## src/rtl/spi_txn_ctrl_pkg.sv

```systemverilog
// spi_pkg: definitions shared by the SPI transaction controller files.
//   SPI_DATA_W      - width of one SPI byte (host and SPI side)
//   ST_*_CODE       - fixed state encodings, kept stable so older tools and scripts
//                     that decode the raw state bits keep working
//   spi_txn_state_t - controller FSM state type built on those encodings
package spi_pkg;

    localparam int SPI_DATA_W = 8;

    localparam logic [1:0] ST_IDLE_CODE  = 2'd0;
    localparam logic [1:0] ST_ISSUE_CODE = 2'd1;
    localparam logic [1:0] ST_WAIT_CODE  = 2'd2;

    typedef enum logic [1:0] {
        ST_IDLE  = ST_IDLE_CODE,
        ST_ISSUE = ST_ISSUE_CODE,
        ST_WAIT  = ST_WAIT_CODE
    } spi_txn_state_t;

endpackage

```

## src/rtl/spi_txn_ctrl_if.sv

```systemverilog
// spi_txn_ctrl_if: bundles the host TX/RX handshakes and the SPI-master strobes.
//   in_valid/in_data/in_ready      - host TX byte handshake
//   out_valid/out_data/out_ready   - host RX byte handshake
//   spi_start/spi_tx_data          - start pulse and byte towards the SPI master
//   spi_rx_data/spi_done           - received byte and completion pulse from it
// Modports:
//   slave  - the controller itself
//   master - the environment around it (host plus SPI master)
interface spi_txn_ctrl_if;
    import spi_pkg::*;

    logic                  in_valid;
    logic [SPI_DATA_W-1:0] in_data;
    logic                  in_ready;

    logic                  out_valid;
    logic [SPI_DATA_W-1:0] out_data;
    logic                  out_ready;

    logic                  spi_start;
    logic [SPI_DATA_W-1:0] spi_tx_data;
    logic [SPI_DATA_W-1:0] spi_rx_data;
    logic                  spi_done;

    modport slave (
        input  in_valid, in_data, out_ready, spi_rx_data, spi_done,
        output in_ready, out_valid, out_data, spi_start, spi_tx_data
    );

    modport master (
        output in_valid, in_data, out_ready, spi_rx_data, spi_done,
        input  in_ready, out_valid, out_data, spi_start, spi_tx_data
    );

endinterface

```

## src/rtl/spi_sync_fifo.sv

```systemverilog
// spi_sync_fifo: single-clock FIFO used for both the TX and the RX byte queues.
// Parameters: WIDTH (entry width), DEPTH (entries, power of two, 2..16).
// Ports:
//   clk, rst - clock and asynchronous active-high reset (empties the FIFO)
//   push, wdata - write request; ignored while full
//   pop         - read request; ignored while empty
//   rdata       - head entry, valid combinationally whenever !empty
//   full, empty, level - occupancy status
module spi_sync_fifo
    import spi_pkg::*;
#(
    parameter int WIDTH = SPI_DATA_W,
    parameter int DEPTH = 4
) (
    input  logic                   clk,
    input  logic                   rst,
    input  logic                   push,
    input  logic [WIDTH-1:0]       wdata,
    input  logic                   pop,
    output logic [WIDTH-1:0]       rdata,
    output logic                   full,
    output logic                   empty,
    output logic [$clog2(DEPTH):0] level
);

    localparam int AW = $clog2(DEPTH);
    localparam logic [AW:0] FULL_LEVEL = (AW+1)'(DEPTH);

    logic [WIDTH-1:0] mem [DEPTH];
    logic [AW-1:0]    wr_ptr;
    logic [AW-1:0]    rd_ptr;
    logic [AW:0]      count;
    logic             do_push;
    logic             do_pop;

    // Gating with full/empty here makes overflow and underflow impossible
    // no matter what the caller requests.
    assign do_push = push && !full;
    assign do_pop  = pop && !empty;

    assign full  = (count == FULL_LEVEL);
    assign empty = (count == '0);
    assign level = count;
    assign rdata = mem[rd_ptr];

    // Pointers wrap naturally because DEPTH is a power of two.
    always_ff @(posedge clk or posedge rst) begin
        if (rst) begin
            wr_ptr <= '0;
            rd_ptr <= '0;
            count  <= '0;
        end else begin
            if (do_push) wr_ptr <= wr_ptr + 1'b1;
            if (do_pop)  rd_ptr <= rd_ptr + 1'b1;
            case ({do_push, do_pop})
                2'b10:   count <= count + 1'b1;
                2'b01:   count <= count - 1'b1;
                default: count <= count;
            endcase
        end
    end

    // Storage needs no reset: nothing reads it until an entry is written.
    always_ff @(posedge clk) begin
        if (do_push) mem[wr_ptr] <= wdata;
    end

endmodule

```

## src/rtl/spi_txn_ctrl.sv

```systemverilog
// spi_txn_ctrl: queues host bytes, issues them one at a time to an SPI master
// and queues the bytes that come back for the host.
// Parameter: DEPTH - entries per FIFO (power of two, 2..16).
// Ports:
//   clk, rst          - clock and asynchronous active-high reset
//   bus (slave)       - host TX/RX handshakes and SPI start/done strobes
//   busy              - a transfer is in flight
//   tx_level/rx_level - TX and RX FIFO occupancy
// Optional build macro SPI_TXN_CTRL_STATS_EN adds:
//   xfer_count  - wrapping count of completed transfers (RX pushes)
//   rx_drop_err - sticky flag, spi_done seen while no transfer was in flight
module spi_txn_ctrl
    import spi_pkg::*;
#(
    parameter int DEPTH = 4
) (
    input  logic                   clk,
    input  logic                   rst,
    spi_txn_ctrl_if.slave          bus,
    output logic                   busy,
    output logic [$clog2(DEPTH):0] tx_level,
    output logic [$clog2(DEPTH):0] rx_level
`ifdef SPI_TXN_CTRL_STATS_EN
    ,
    output logic [15:0]            xfer_count,
    output logic                   rx_drop_err
`endif
);

    spi_txn_state_t        state;
    spi_txn_state_t        state_next;
    logic                  tx_full;
    logic                  tx_empty;
    logic                  rx_full;
    logic                  rx_empty;
    logic [SPI_DATA_W-1:0] tx_head;
    logic                  tx_pop;
    logic                  rx_push;

    assign bus.in_ready  = !tx_full;
    assign bus.out_valid = !rx_empty;

    // The TX head leaves the queue in ISSUE; the reply is only accepted in WAIT,
    // so stray done pulses in other states never reach the RX queue.
    assign tx_pop  = (state == ST_ISSUE);
    assign rx_push = (state == ST_WAIT) && bus.spi_done;
    assign busy    = (state == ST_WAIT);

    spi_sync_fifo #(
        .WIDTH (SPI_DATA_W),
        .DEPTH (DEPTH)
    ) u_tx_fifo (
        .clk   (clk),
        .rst   (rst),
        .push  (bus.in_valid),
        .wdata (bus.in_data),
        .pop   (tx_pop),
        .rdata (tx_head),
        .full  (tx_full),
        .empty (tx_empty),
        .level (tx_level)
    );

    spi_sync_fifo #(
        .WIDTH (SPI_DATA_W),
        .DEPTH (DEPTH)
    ) u_rx_fifo (
        .clk   (clk),
        .rst   (rst),
        .push  (rx_push),
        .wdata (bus.spi_rx_data),
        .pop   (bus.out_ready),
        .rdata (bus.out_data),
        .full  (rx_full),
        .empty (rx_empty),
        .level (rx_level)
    );

    // A transfer is launched only when its reply is guaranteed a free RX slot;
    // with a single transfer in flight, the reply can never overflow RX.
    always_comb begin
        state_next = state;
        case (state)
            ST_IDLE:  if (!tx_empty && !rx_full) state_next = ST_ISSUE;
            ST_ISSUE: state_next = ST_WAIT;
            ST_WAIT:  if (bus.spi_done) state_next = ST_IDLE;
            default:  state_next = ST_IDLE;
        endcase
    end

    always_ff @(posedge clk or posedge rst) begin
        if (rst) state <= ST_IDLE;
        else     state <= state_next;
    end

    // The start strobe and its byte are registered together, so the byte is
    // stable for the whole start cycle and held until the next launch.
    always_ff @(posedge clk or posedge rst) begin
        if (rst) begin
            bus.spi_start   <= 1'b0;
            bus.spi_tx_data <= '0;
        end else begin
            bus.spi_start <= (state == ST_ISSUE);
            if (state == ST_ISSUE) bus.spi_tx_data <= tx_head;
        end
    end

`ifdef SPI_TXN_CTRL_STATS_EN
    // Transfer counter wraps silently; the drop flag stays set until reset.
    always_ff @(posedge clk or posedge rst) begin
        if (rst) begin
            xfer_count  <= '0;
            rx_drop_err <= 1'b0;
        end else begin
            if (rx_push) xfer_count <= xfer_count + 16'd1;
            if (bus.spi_done && (state != ST_WAIT)) rx_drop_err <= 1'b1;
        end
    end
`endif

endmodule
```

## src/flat_wrapper.sv

```systemverilog
// flat-port wrapper written by rule: the top's interface ports become plain ports
module spi_txn_ctrl_flat import spi_pkg::*;
#(
    parameter int DEPTH = 4
)
  (clk, rst, busy, tx_level, rx_level, bus_in_valid, bus_in_data, bus_out_ready, bus_spi_rx_data, bus_spi_done, bus_in_ready, bus_out_valid, bus_out_data, bus_spi_start, bus_spi_tx_data);
  spi_txn_ctrl_if bus_i ();
  input  logic clk;
  input  logic rst;
  output logic busy;
  output logic [$clog2(DEPTH):0] tx_level;
  output logic [$clog2(DEPTH):0] rx_level;
  input wire logic [$bits(bus_i.in_valid)-1:0] bus_in_valid;
  input wire logic [$bits(bus_i.in_data)-1:0] bus_in_data;
  input wire logic [$bits(bus_i.out_ready)-1:0] bus_out_ready;
  input wire logic [$bits(bus_i.spi_rx_data)-1:0] bus_spi_rx_data;
  input wire logic [$bits(bus_i.spi_done)-1:0] bus_spi_done;
  output wire logic [$bits(bus_i.in_ready)-1:0] bus_in_ready;
  output wire logic [$bits(bus_i.out_valid)-1:0] bus_out_valid;
  output wire logic [$bits(bus_i.out_data)-1:0] bus_out_data;
  output wire logic [$bits(bus_i.spi_start)-1:0] bus_spi_start;
  output wire logic [$bits(bus_i.spi_tx_data)-1:0] bus_spi_tx_data;
  assign bus_i.in_valid = bus_in_valid;
  assign bus_i.in_data = bus_in_data;
  assign bus_i.out_ready = bus_out_ready;
  assign bus_i.spi_rx_data = bus_spi_rx_data;
  assign bus_i.spi_done = bus_spi_done;
  assign bus_in_ready = bus_i.in_ready;
  assign bus_out_valid = bus_i.out_valid;
  assign bus_out_data = bus_i.out_data;
  assign bus_spi_start = bus_i.spi_start;
  assign bus_spi_tx_data = bus_i.spi_tx_data;
  spi_txn_ctrl #(.DEPTH(DEPTH)) u_core (.clk(clk), .rst(rst), .bus(bus_i), .busy(busy), .tx_level(tx_level), .rx_level(rx_level));
endmodule
```

## config.mk

```make
export PLATFORM = sky130hd
export DESIGN_NAME = spi_txn_ctrl_flat
export DESIGN_NICKNAME = d
export VERILOG_FILES = /design/src/rtl/spi_txn_ctrl_pkg.sv /design/src/rtl/spi_txn_ctrl_if.sv /design/src/rtl/spi_sync_fifo.sv /design/src/rtl/spi_txn_ctrl.sv /design/src/flat_wrapper.sv
export SDC_FILE = /design/constraint.sdc
export NUM_CORES = 1
export LEC_CHECK = 0
export CORE_MARGIN = 2
export CORE_UTILIZATION = 37
export DETAILED_ROUTE_END_ITERATION = 16
export PLACE_DENSITY = 0.65
export RECOVER_POWER = 50
export SYNTH_ARGS = -nofsm -noshare
export SYNTH_HDL_FRONTEND = slang
export SYNTH_SLANG_ARGS = --single-unit
```

## constraint.sdc

```tcl
create_clock -name clk -period 4.2 [get_ports clk]
set_input_delay 0.63 -clock clk [delete_from_list [all_inputs] [get_ports clk]]
set_output_delay 0.63 -clock clk [all_outputs]
set_load 0.01 [all_outputs]
```

-- Word-level counts from Yosys, hierarchy flattened
Memory sizes are Yosys's and may differ from the RTL's. A register that Yosys moved wholly into a read port is not among the register bits.
Index checks and enable logic that the tools add are counted.
Widths: inputs -> output; s select.
- register bits: 17
- memories: 2
- memory bits (writable): 64
- input port bits: 21
- logic and storage cells: 53
- latch bits: 0
- memory bits (read-only): 0
- order comparisons: 0
- muxes and demuxes: 9
- reduce and logical (&&, ||, !) cells: 16
- shifts and indexed selects: 0
- $add $sub $neg: 8
- bitwise gates (word level): 0
- equal/unequal tests: 10
- $mul: 0
- divide/modulo/power cells: 0
- memory list (name ; words ; bits a word ; read ports ; clocked after memory_dff ; wr ports ; line ; RTL):
    u_core.u_rx_fifo.mem ; 4 ; 8 ; 1 ; 0 ; 1 ; spi_sync_fifo.sv:29 ; logic [WIDTH-1:0] mem [DEPTH];
    u_core.u_tx_fifo.mem ; 4 ; 8 ; 1 ; 1 ; 1 ; spi_sync_fifo.sv:29 ;
- operator list (operator ; count):
    $pmux 3 s2 ; 2
    $add 2x1->2 const B ; 4
    $add 3x1->3 const B ; 2
    $eq 2x1->1 const B ; 3
    $eq 2x2->1 const B ; 3
    $eq 3x3->1 const B ; 2
    $logic_and 1x1->1 ; 6
    $logic_not 3->1 ; 2
    $pmux 2 s3 ; 1
    $sub 3x1->3 const B ; 2
    $logic_not 1->1 ; 4
    $mux 1 ; 4
    $mux 2 ; 2
    $ne 2x1->1 const B ; 2
    $reduce_bool 2->1 ; 2
    $logic_not 2->1 ; 1
    $reduce_and 2->1 ; 1

-- Longest topological paths before layout
Gate-level depths: netlist of run 1.
- word-level depth: 5
- mapped depth: 9
- gate-level depth less buffers: 9

-- Modules after synthesis
A second synthesis of run 1 with hierarchy kept.
- cell total of the unflattened synthesis: 189
- area, all modules: 3654.8 um^2
- by module, submodules not included (module ; times used ; cells an instance ; area each (um^2) ; sequential area each (um^2)):
    spi_sync_fifo ; 2 ; 80 ; 1596.5 ; 1136.1
    spi_txn_ctrl ; 1 ; 29 ; 461.7 ; 275.3

-- Least setup slack after synthesis of run 1
OpenSTA, ideal clock, no wires.
- kind: reg-to-reg
- from: register u_core.u_tx_fifo.count[0], in the netlist u_core.u_tx_fifo.level[0]
- to: register u_core.u_tx_fifo.count[2], in the netlist u_core.u_tx_fifo.level[2]
- slack: 2.048 ns
- cell stages (with the launch flop): 10
- clock period less this slack: 2.152 ns
- setup time: 0.079 ns
- data arrival time: 2.073 ns
- path through: dfrtp_1 > or3b_4 > and2_4 > inv_1 > ha_1 > inv_1 > fa_1 > xor2_1 > nor2_1 > xor2_1
- cells in the longest elaborated chain, start to end: 5
- ends and longest elaborated chain (item ; line ; RTL):
    from (decl) ; spi_sync_fifo.sv:32 ; logic [AW:0] count;
    from (signal assigned) ; spi_sync_fifo.sv:56 ; 2'b10: count <= count + 1'b1;
    from (signal assigned) ; spi_sync_fifo.sv:57 ; 2'b01: count <= count - 1'b1;
    from (signal assigned) ; spi_sync_fifo.sv:58 ; default: count <= count;
    $eq 3x3->1 (*) ; spi_sync_fifo.sv:41 ; assign full = (count == FULL_LEVEL);
    $logic_not 1->1 (*) ; -- ;
    via bus_in_ready ; flat_wrapper.sv:18 ; output wire logic [$bits(bus_i.in_ready)-1:0] bus_in_ready;
    $logic_and 1x1->1 (*) ; spi_sync_fifo.sv:38 ; assign do_push = push && !full;
    $eq 2x1->1 / $eq 2x2->1 (equally long branches) ; spi_sync_fifo.sv:55 ; case ({do_push, do_pop})
    $pmux 3 s2 / $reduce_bool 2->1 (equally long branches) ; -- ;
The timed path passes the listed nets; every way through them passes the cells marked *.
A chain may end at the register's enable or synchronous reset.

-- Final worst setup path of run 1
- from: register u_core.u_rx_fifo.rd_ptr[0]
- to: output port bus_out_data[6]
- cells in the longest elaborated chain, start to end: 1
- ends and longest elaborated chain (item ; line ; RTL):
    from (decl) ; spi_sync_fifo.sv:31 ; logic [AW-1:0] rd_ptr;
    from (signal assigned) ; spi_sync_fifo.sv:54 ; if (do_pop) rd_ptr <= rd_ptr + 1'b1;
    $mem_v2 4x8 ; -- ;
    to (decl) ; flat_wrapper.sv:20 ; output wire logic [$bits(bus_i.out_data)-1:0] bus_out_data;
No other way between the ends.

==> flow_summary.json, run 1 <==
{
  "status": "complete, no violations",
  "cts_buffers": 9,
  "synth_area_um2": 3580,
  "cts_tree": "done",
  "yosysWarnings": 0,
  "cts-root-buf": "clkbuf_8",
  "ant_nets": 0,
  "seqCellArea_um2": 2550,
  "ys_seq_elements": 89,
  "async_flop_share_pct": 28.1,
  "clock-sinks": 89,
  "nFillCells": 810,
  "ff2ff_setup_slack_ns": 1.93,
  "drt-initial-drc-count": 56,
  "gr-max-usage-layer": "met2",
  "multiInputGateArea_um2": 922,
  "final_common_cell": "edfxtp_1",
  "fin_tns_setup_ns": 0,
  "finalClockSkew_ns": 0.0117,
  "syn_area_per_cell_um2": 19.2,
  "post_cts_buffers": 0,
  "port_buffers": 46,
  "synth_cell_types": 30,
  "grt_pass1_wl_um": 9080,
  "total_power_uw": 2930,
  "dieHeight_um": 102,
  "hold_viol_final": 0,
  "worst-setup-path-type": "reg2out",
  "drc_errors": 0,
  "cp_max_fo": 10,
  "die-width_um": 102,
  "seq_area_frac_synth_pct": 71.2,
  "area_delta_synth_final_pct": 21.9,
  "start_util_pct": 38.4,
  "routed_wl_um": 5660,
  "use_met3_pct": 4.31,
  "vias": 1653,
  "post_drt_via_cell_ratio": 4.43,
  "setup_ws_ns": 1.48,
  "slew_headroom_pct": 30.7,
  "rows": 35,
  "worstPathArrival_ns": 2.09,
  "fin_nets": 271,
  "post_cts_resized": 0,
  "synth_ff_type": "edfxtp_1",
  "place_ws_ns": 1.69,
  "routabilityCongestion": 0.698,
  "fmax_mhz": 368,
  "clkLatencyLatePin_ns": 0.35,
  "min_to": "u_core.state[0]",
  "firstDrtPassIters": 4,
  "cp-end-kind": "output pin",
  "most-common-layout-cells": "64 x edfxtp_1, 29 x clkdlybuf4s50_1, 25 x dfrtp_1",
  "r2r_start": "u_core.state[0]",
  "grt_use_total_pct": 12.1,
  "clk_pin_slew_worst_paths_ns": 0.09,
  "ir_drop_v": 0.000289,
  "r2r-end": "u_core.u_rx_fifo.level[2]",
  "period_needed_ns": 2.72,
  "grt_start_max_net_pins": 26,
  "core_area_um2": 9330,
  "hold_buffers": 0,
  "max-cap-violations": 0,
  "synth_nets": 219,
  "gr-usage-met1_pct": 14.4,
  "min_period_over_period_pct": 64.7,
  "grt_pass1_vias": 1774,
  "synth_edf_count": 64,
  "grt_antenna_before_repair": 1,
  "power_density_nw_per_um2": 672,
  "worstHoldPathCells": 1,
  "cp.required_ns": 3.57,
  "h-tree-depth": 3,
  "clk_path_buf_depth": 2,
  "worst_pin_slew_ns": 1.04,
  "start_kind": "flop",
  "rsz0062_at_grt": "false",
  "grt_overflow": 0,
  "synth_cells": 186,
  "hpwl_um": 3920,
  "grt_util_met2_pct": 19.9,
  "rr_worst_depth": 9,
  "drive_gt1_share_pct": 16.9,
  "io_pins": 47,
  "routedWlPerCell_um": 15.2,
  "p_leak_uw": 0.00161,
  "die_area_um2": 10500,
  "setup_viol": 0,
  "hp-class": "reg2reg",
  "drv_slew": 0,
  "hp-start": "u_core.state[0]"
}
-- worst max-delay path, stage by stage, from the launching register on --
cell	delay, ns
dfrtp_1	0.68
mux4_2	0.56
clkdlybuf4s50_1	0.49
-- registers in the layout, summed over array words and instances (netlist names) --
signal / cells
u_core.bus.spi_start: 1
u_core.bus.spi_tx_data: 8
u_core.state: 2
u_core.u_rx_fifo.level: 3
u_core.u_rx_fifo.mem: 32
u_core.u_rx_fifo.rd_ptr: 2
u_core.u_rx_fifo.wr_ptr: 2
u_core.u_tx_fifo.level: 3
u_core.u_tx_fifo.mem: 32
u_core.u_tx_fifo.rd_ptr: 2
u_core.u_tx_fifo.wr_ptr: 2
-- how the worst max path moves through the flow --
stage / endpoint / cells past startpoint / slack (ns) / startpoint
3_5_place_dp: u_core.u_rx_fifo.level[2] / 10 / 1.69 / bus_spi_done
3_3_place_gp: u_core.u_rx_fifo.level[2] / 10 / 1.74 / bus_spi_done
4_1_cts: bus_out_data[6] / 2 / 1.44 / u_core.u_rx_fifo.rd_ptr[0]
5_1_grt: bus_out_data[2] / 2 / 1.35 / u_core.u_rx_fifo.rd_ptr[0]
6_report: bus_out_data[6] / 2 / 1.48 / u_core.u_rx_fifo.rd_ptr[0]
2_1_floorplan: u_core.u_tx_fifo.level[2] / 9 / 2.05 / u_core.u_tx_fifo.level[0]
-- Yosys cell counts (4+ instances only) --
cell	n	area, µm²
and2_1	4	25.0
and3_2	4	30.0
dfrtp_1	25	626
edfxtp_1	64	1920
ha_1	10	125
inv_1	16	60.1
mux2_2	9	101
mux4_2	14	315
nor2_1	4	15.0
xnor2_1	5	43.8
xor2_1	7	61.3
-- area by class of cell --
type                    instances  area share [%]
well taps                     129            3.70
inverters                      16            1.38
clock buffers                   9            2.84
flip-flops and latches         89            58.4
clock inverters                 7            1.89
diodes                          1          0.0574
repair buffers                 46            10.6
multi-input cells              76            21.1
-- kinds of logic after synthesis --
| family | Yosys count | share of synthesized area [%] |
|---|---|---|
| compound gates | 4 | 1.19 |
| xor+xnor | 12 | 2.94 |
| fa+ha+maj | 12 | 4.62 |
| buf+inv | 21 | 2.45 |
| flops | 89 | 71.2 |
| mux | 28 | 14.1 |
| simple gates | 20 | 3.50 |
-- metrics by stage --
stage               util [%]  hold WS (ns)  instance area, µm²  cells
global route            46.7         0.484                4360    373
global placement        44.7         0.443                4170    356
floorplan                  -         0.425                3580    186
detailed placement      44.7         0.450                4170    356
finish                  46.7         0.457                4360    373
CTS                     46.9         0.463                4380    372
-- routing by layer --
layer  part of all wire (%)  routed length, µm
met1                     45               2560
met2                     48               2740
met3                    4.9                275
met4                    1.5                 85
met5                      0                  0
-- power by group --
part / total, µW / internal, µW / switching [µW]
sequential: 1360 / 1170 / 189
clock: 608 / 286 / 322
combinational: 964 / 584 / 380
Note: power is estimated with default switching activity, not from simulation.
==> inputs of run 2 (changes only) <==
==> constraint.sdc (replaced) <==
create_clock -name clk -period 2.8 [get_ports clk]
set_input_delay 0.42 -clock clk [delete_from_list [all_inputs] [get_ports clk]]
set_output_delay 0.42 -clock clk [all_outputs]
set_load 0.01 [all_outputs]
==> run 2 against run 1 <==
Net effect:
- sequential share of layout area unchanged
- largest cell class unchanged
- die area unchanged
- largest power group unchanged
- combinational power increased by 54%
- non-clock buffer count increased by 3
- critical path depth unchanged
==> flow_summary.json, run 2 (same netlist as run 1, synthesis figures left out) <==
{
  "status": "complete, no violations",
  "most-common-layout-cells": "64 x edfxtp_1, 29 x clkdlybuf4s50_1, 25 x dfrtp_1",
  "hold_viol_final": 0,
  "drc_errors": 0,
  "firstDrtPassIters": 4,
  "grt_antenna_before_repair": 0,
  "worstHoldPathCells": 1,
  "max_stage_delay_ns": 0.69,
  "fin_tns_setup_ns": 0,
  "routabilityCongestion": 0.724,
  "setup_viol": 0,
  "cts_buffers": 9,
  "total_power_uw": 4370,
  "min_period_over_period_pct": 90.9,
  "area_delta_synth_final_pct": 21.9,
  "fin_nets": 274,
  "placed_cells": 359,
  "period_needed_ns": 2.54,
  "max-cap-violations": 0,
  "setup_ws_ns": 0.256,
  "cp.buffers_inverters": 1,
  "start_util_pct": 38.4,
  "drive_gt1_share_pct": 17.9,
  "place_ws_ns": 0.482,
  "h-tree-depth": 3,
  "worst_pin_slew_ns": 1.47,
  "r2r_start": "u_core.state[0]",
  "hp-start": "u_core.state[0]",
  "clock-sinks": 89,
  "worst-setup-path-type": "reg2out",
  "grt_overflow": 0,
  "top_regs": "u_core.u_rx_fifo.mem: 32 flops, u_core.u_tx_fifo.mem: 32 flops, u_core.bus.spi_tx_data: 8 flops",
  "die_area_um2": 10500,
  "port_buffers": 46,
  "grt_pass1_vias": 1810,
  "finalClockSkew_ns": 0.00950,
  "cts_tree": "done",
  "path_delay_family": "flip-flops",
  "final_common_cell": "edfxtp_1",
  "grt_pass1_wl_um": 9580,
  "routed_wl_um": 5960,
  "cp.required_ns": 2.38,
  "p_leak_uw": 0.00161,
  "rr_worst_depth": 9,
  "core_area_um2": 9330,
  "rows": 35,
  "fin_cells": 375,
  "ant_nets": 0,
  "hold_buffers": 0,
  "worstPathArrival_ns": 2.12,
  "post_cts_buffers": 0,
  "die-width_um": 102,
  "ff2ff_setup_slack_ns": 0.50,
  "routedWlPerCell_um": 15.9,
  "clk_path_buf_depth": 2,
  "post_cts_resized": 0,
  "power_density_nw_per_um2": 1000,
  "fmax_mhz": 393,
  "rsz0062_at_grt": "false",
  "cts-root-buf": "clkbuf_8",
  "hp-class": "reg2reg",
  "r2r-end": "u_core.u_rx_fifo.level[2]",
  "min_to": "u_core.state[0]",
  "grt_start_max_net_pins": 26,
  "grt_use_total_pct": 12.8,
  "path_cells": "mux4_2 > clkdlybuf4s50_1",
  "drv_slew": 0,
  "io_pins": 47,
  "slew_headroom_pct": 1.95,
  "start_kind": "flop",
  "crit_start": "u_core.u_rx_fifo.rd_ptr[0]",
  "hpwl_um": 4000,
  "ir_drop_v": 0.000417,
  "crit_slowest_cell": "dfrtp_1",
  "dieHeight_um": 102,
  "cp-end-kind": "output pin",
  "cp_max_fo": 9,
  "diodes": 0,
  "vias": 1729,
  "clk_pin_slew_worst_paths_ns": 0.10,
  "crit_cells": 2,
  "drt-initial-drc-count": 93,
  "clkLatencyLatePin_ns": 0.35,
  "post_drt_via_cell_ratio": 4.61
}
==> run 2: worst max path at each step <==
stage                     slack, ns                   endpoint
after floorplan                0.65  u_core.u_tx_fifo.level[2]
after global placement         0.56  u_core.u_rx_fifo.level[2]
after detailed placement       0.48  u_core.u_rx_fifo.level[2]
after CTS                      0.18            bus_out_data[5]
after global routing            0.1            bus_out_data[5]
final                          0.26            bus_out_data[5]
==> run 2: layout make-up <==
type	count	area, µm²
clock buffers	9	124
clock inverters	7	70.1
fillers	803	4970
inverters	16	60.1
multi-input cells	76	926
flip-flops and latches	89	2550
well taps	129	161
repair buffers	49	472
==> run 2: per-layer routing <==
metal  vias to the layer above  GRT usage [%]  share of wire [%]
met3                         7           4.45                3.8
met5                         -              0                  0
li1                        803              -                  -
met4                         0           4.62                1.4
met1                       884           16.5                 44
met2                        35           20.1                 50
==> run 2: power breakdown <==
part	internal, µW	leakage (µW)	switching (µW)	total [µW]
registers	1750	0.000877	296	2040
logic	888	0.000635	594	1480
clock network	347	0.0000955	501	848
==> run 2: per-stage QoR <==
stage          hold slack (ns)  utilization (%)  cell area (µm²)
6_report                 0.463             46.7             4360
5_1_grt                  0.490             46.7             4360
4_1_cts                  0.419             47.0             4390
3_5_place_dp             0.452             45.0             4190
3_3_place_gp             0.446             45.0             4190
2_1_floorplan            0.425                -             3580
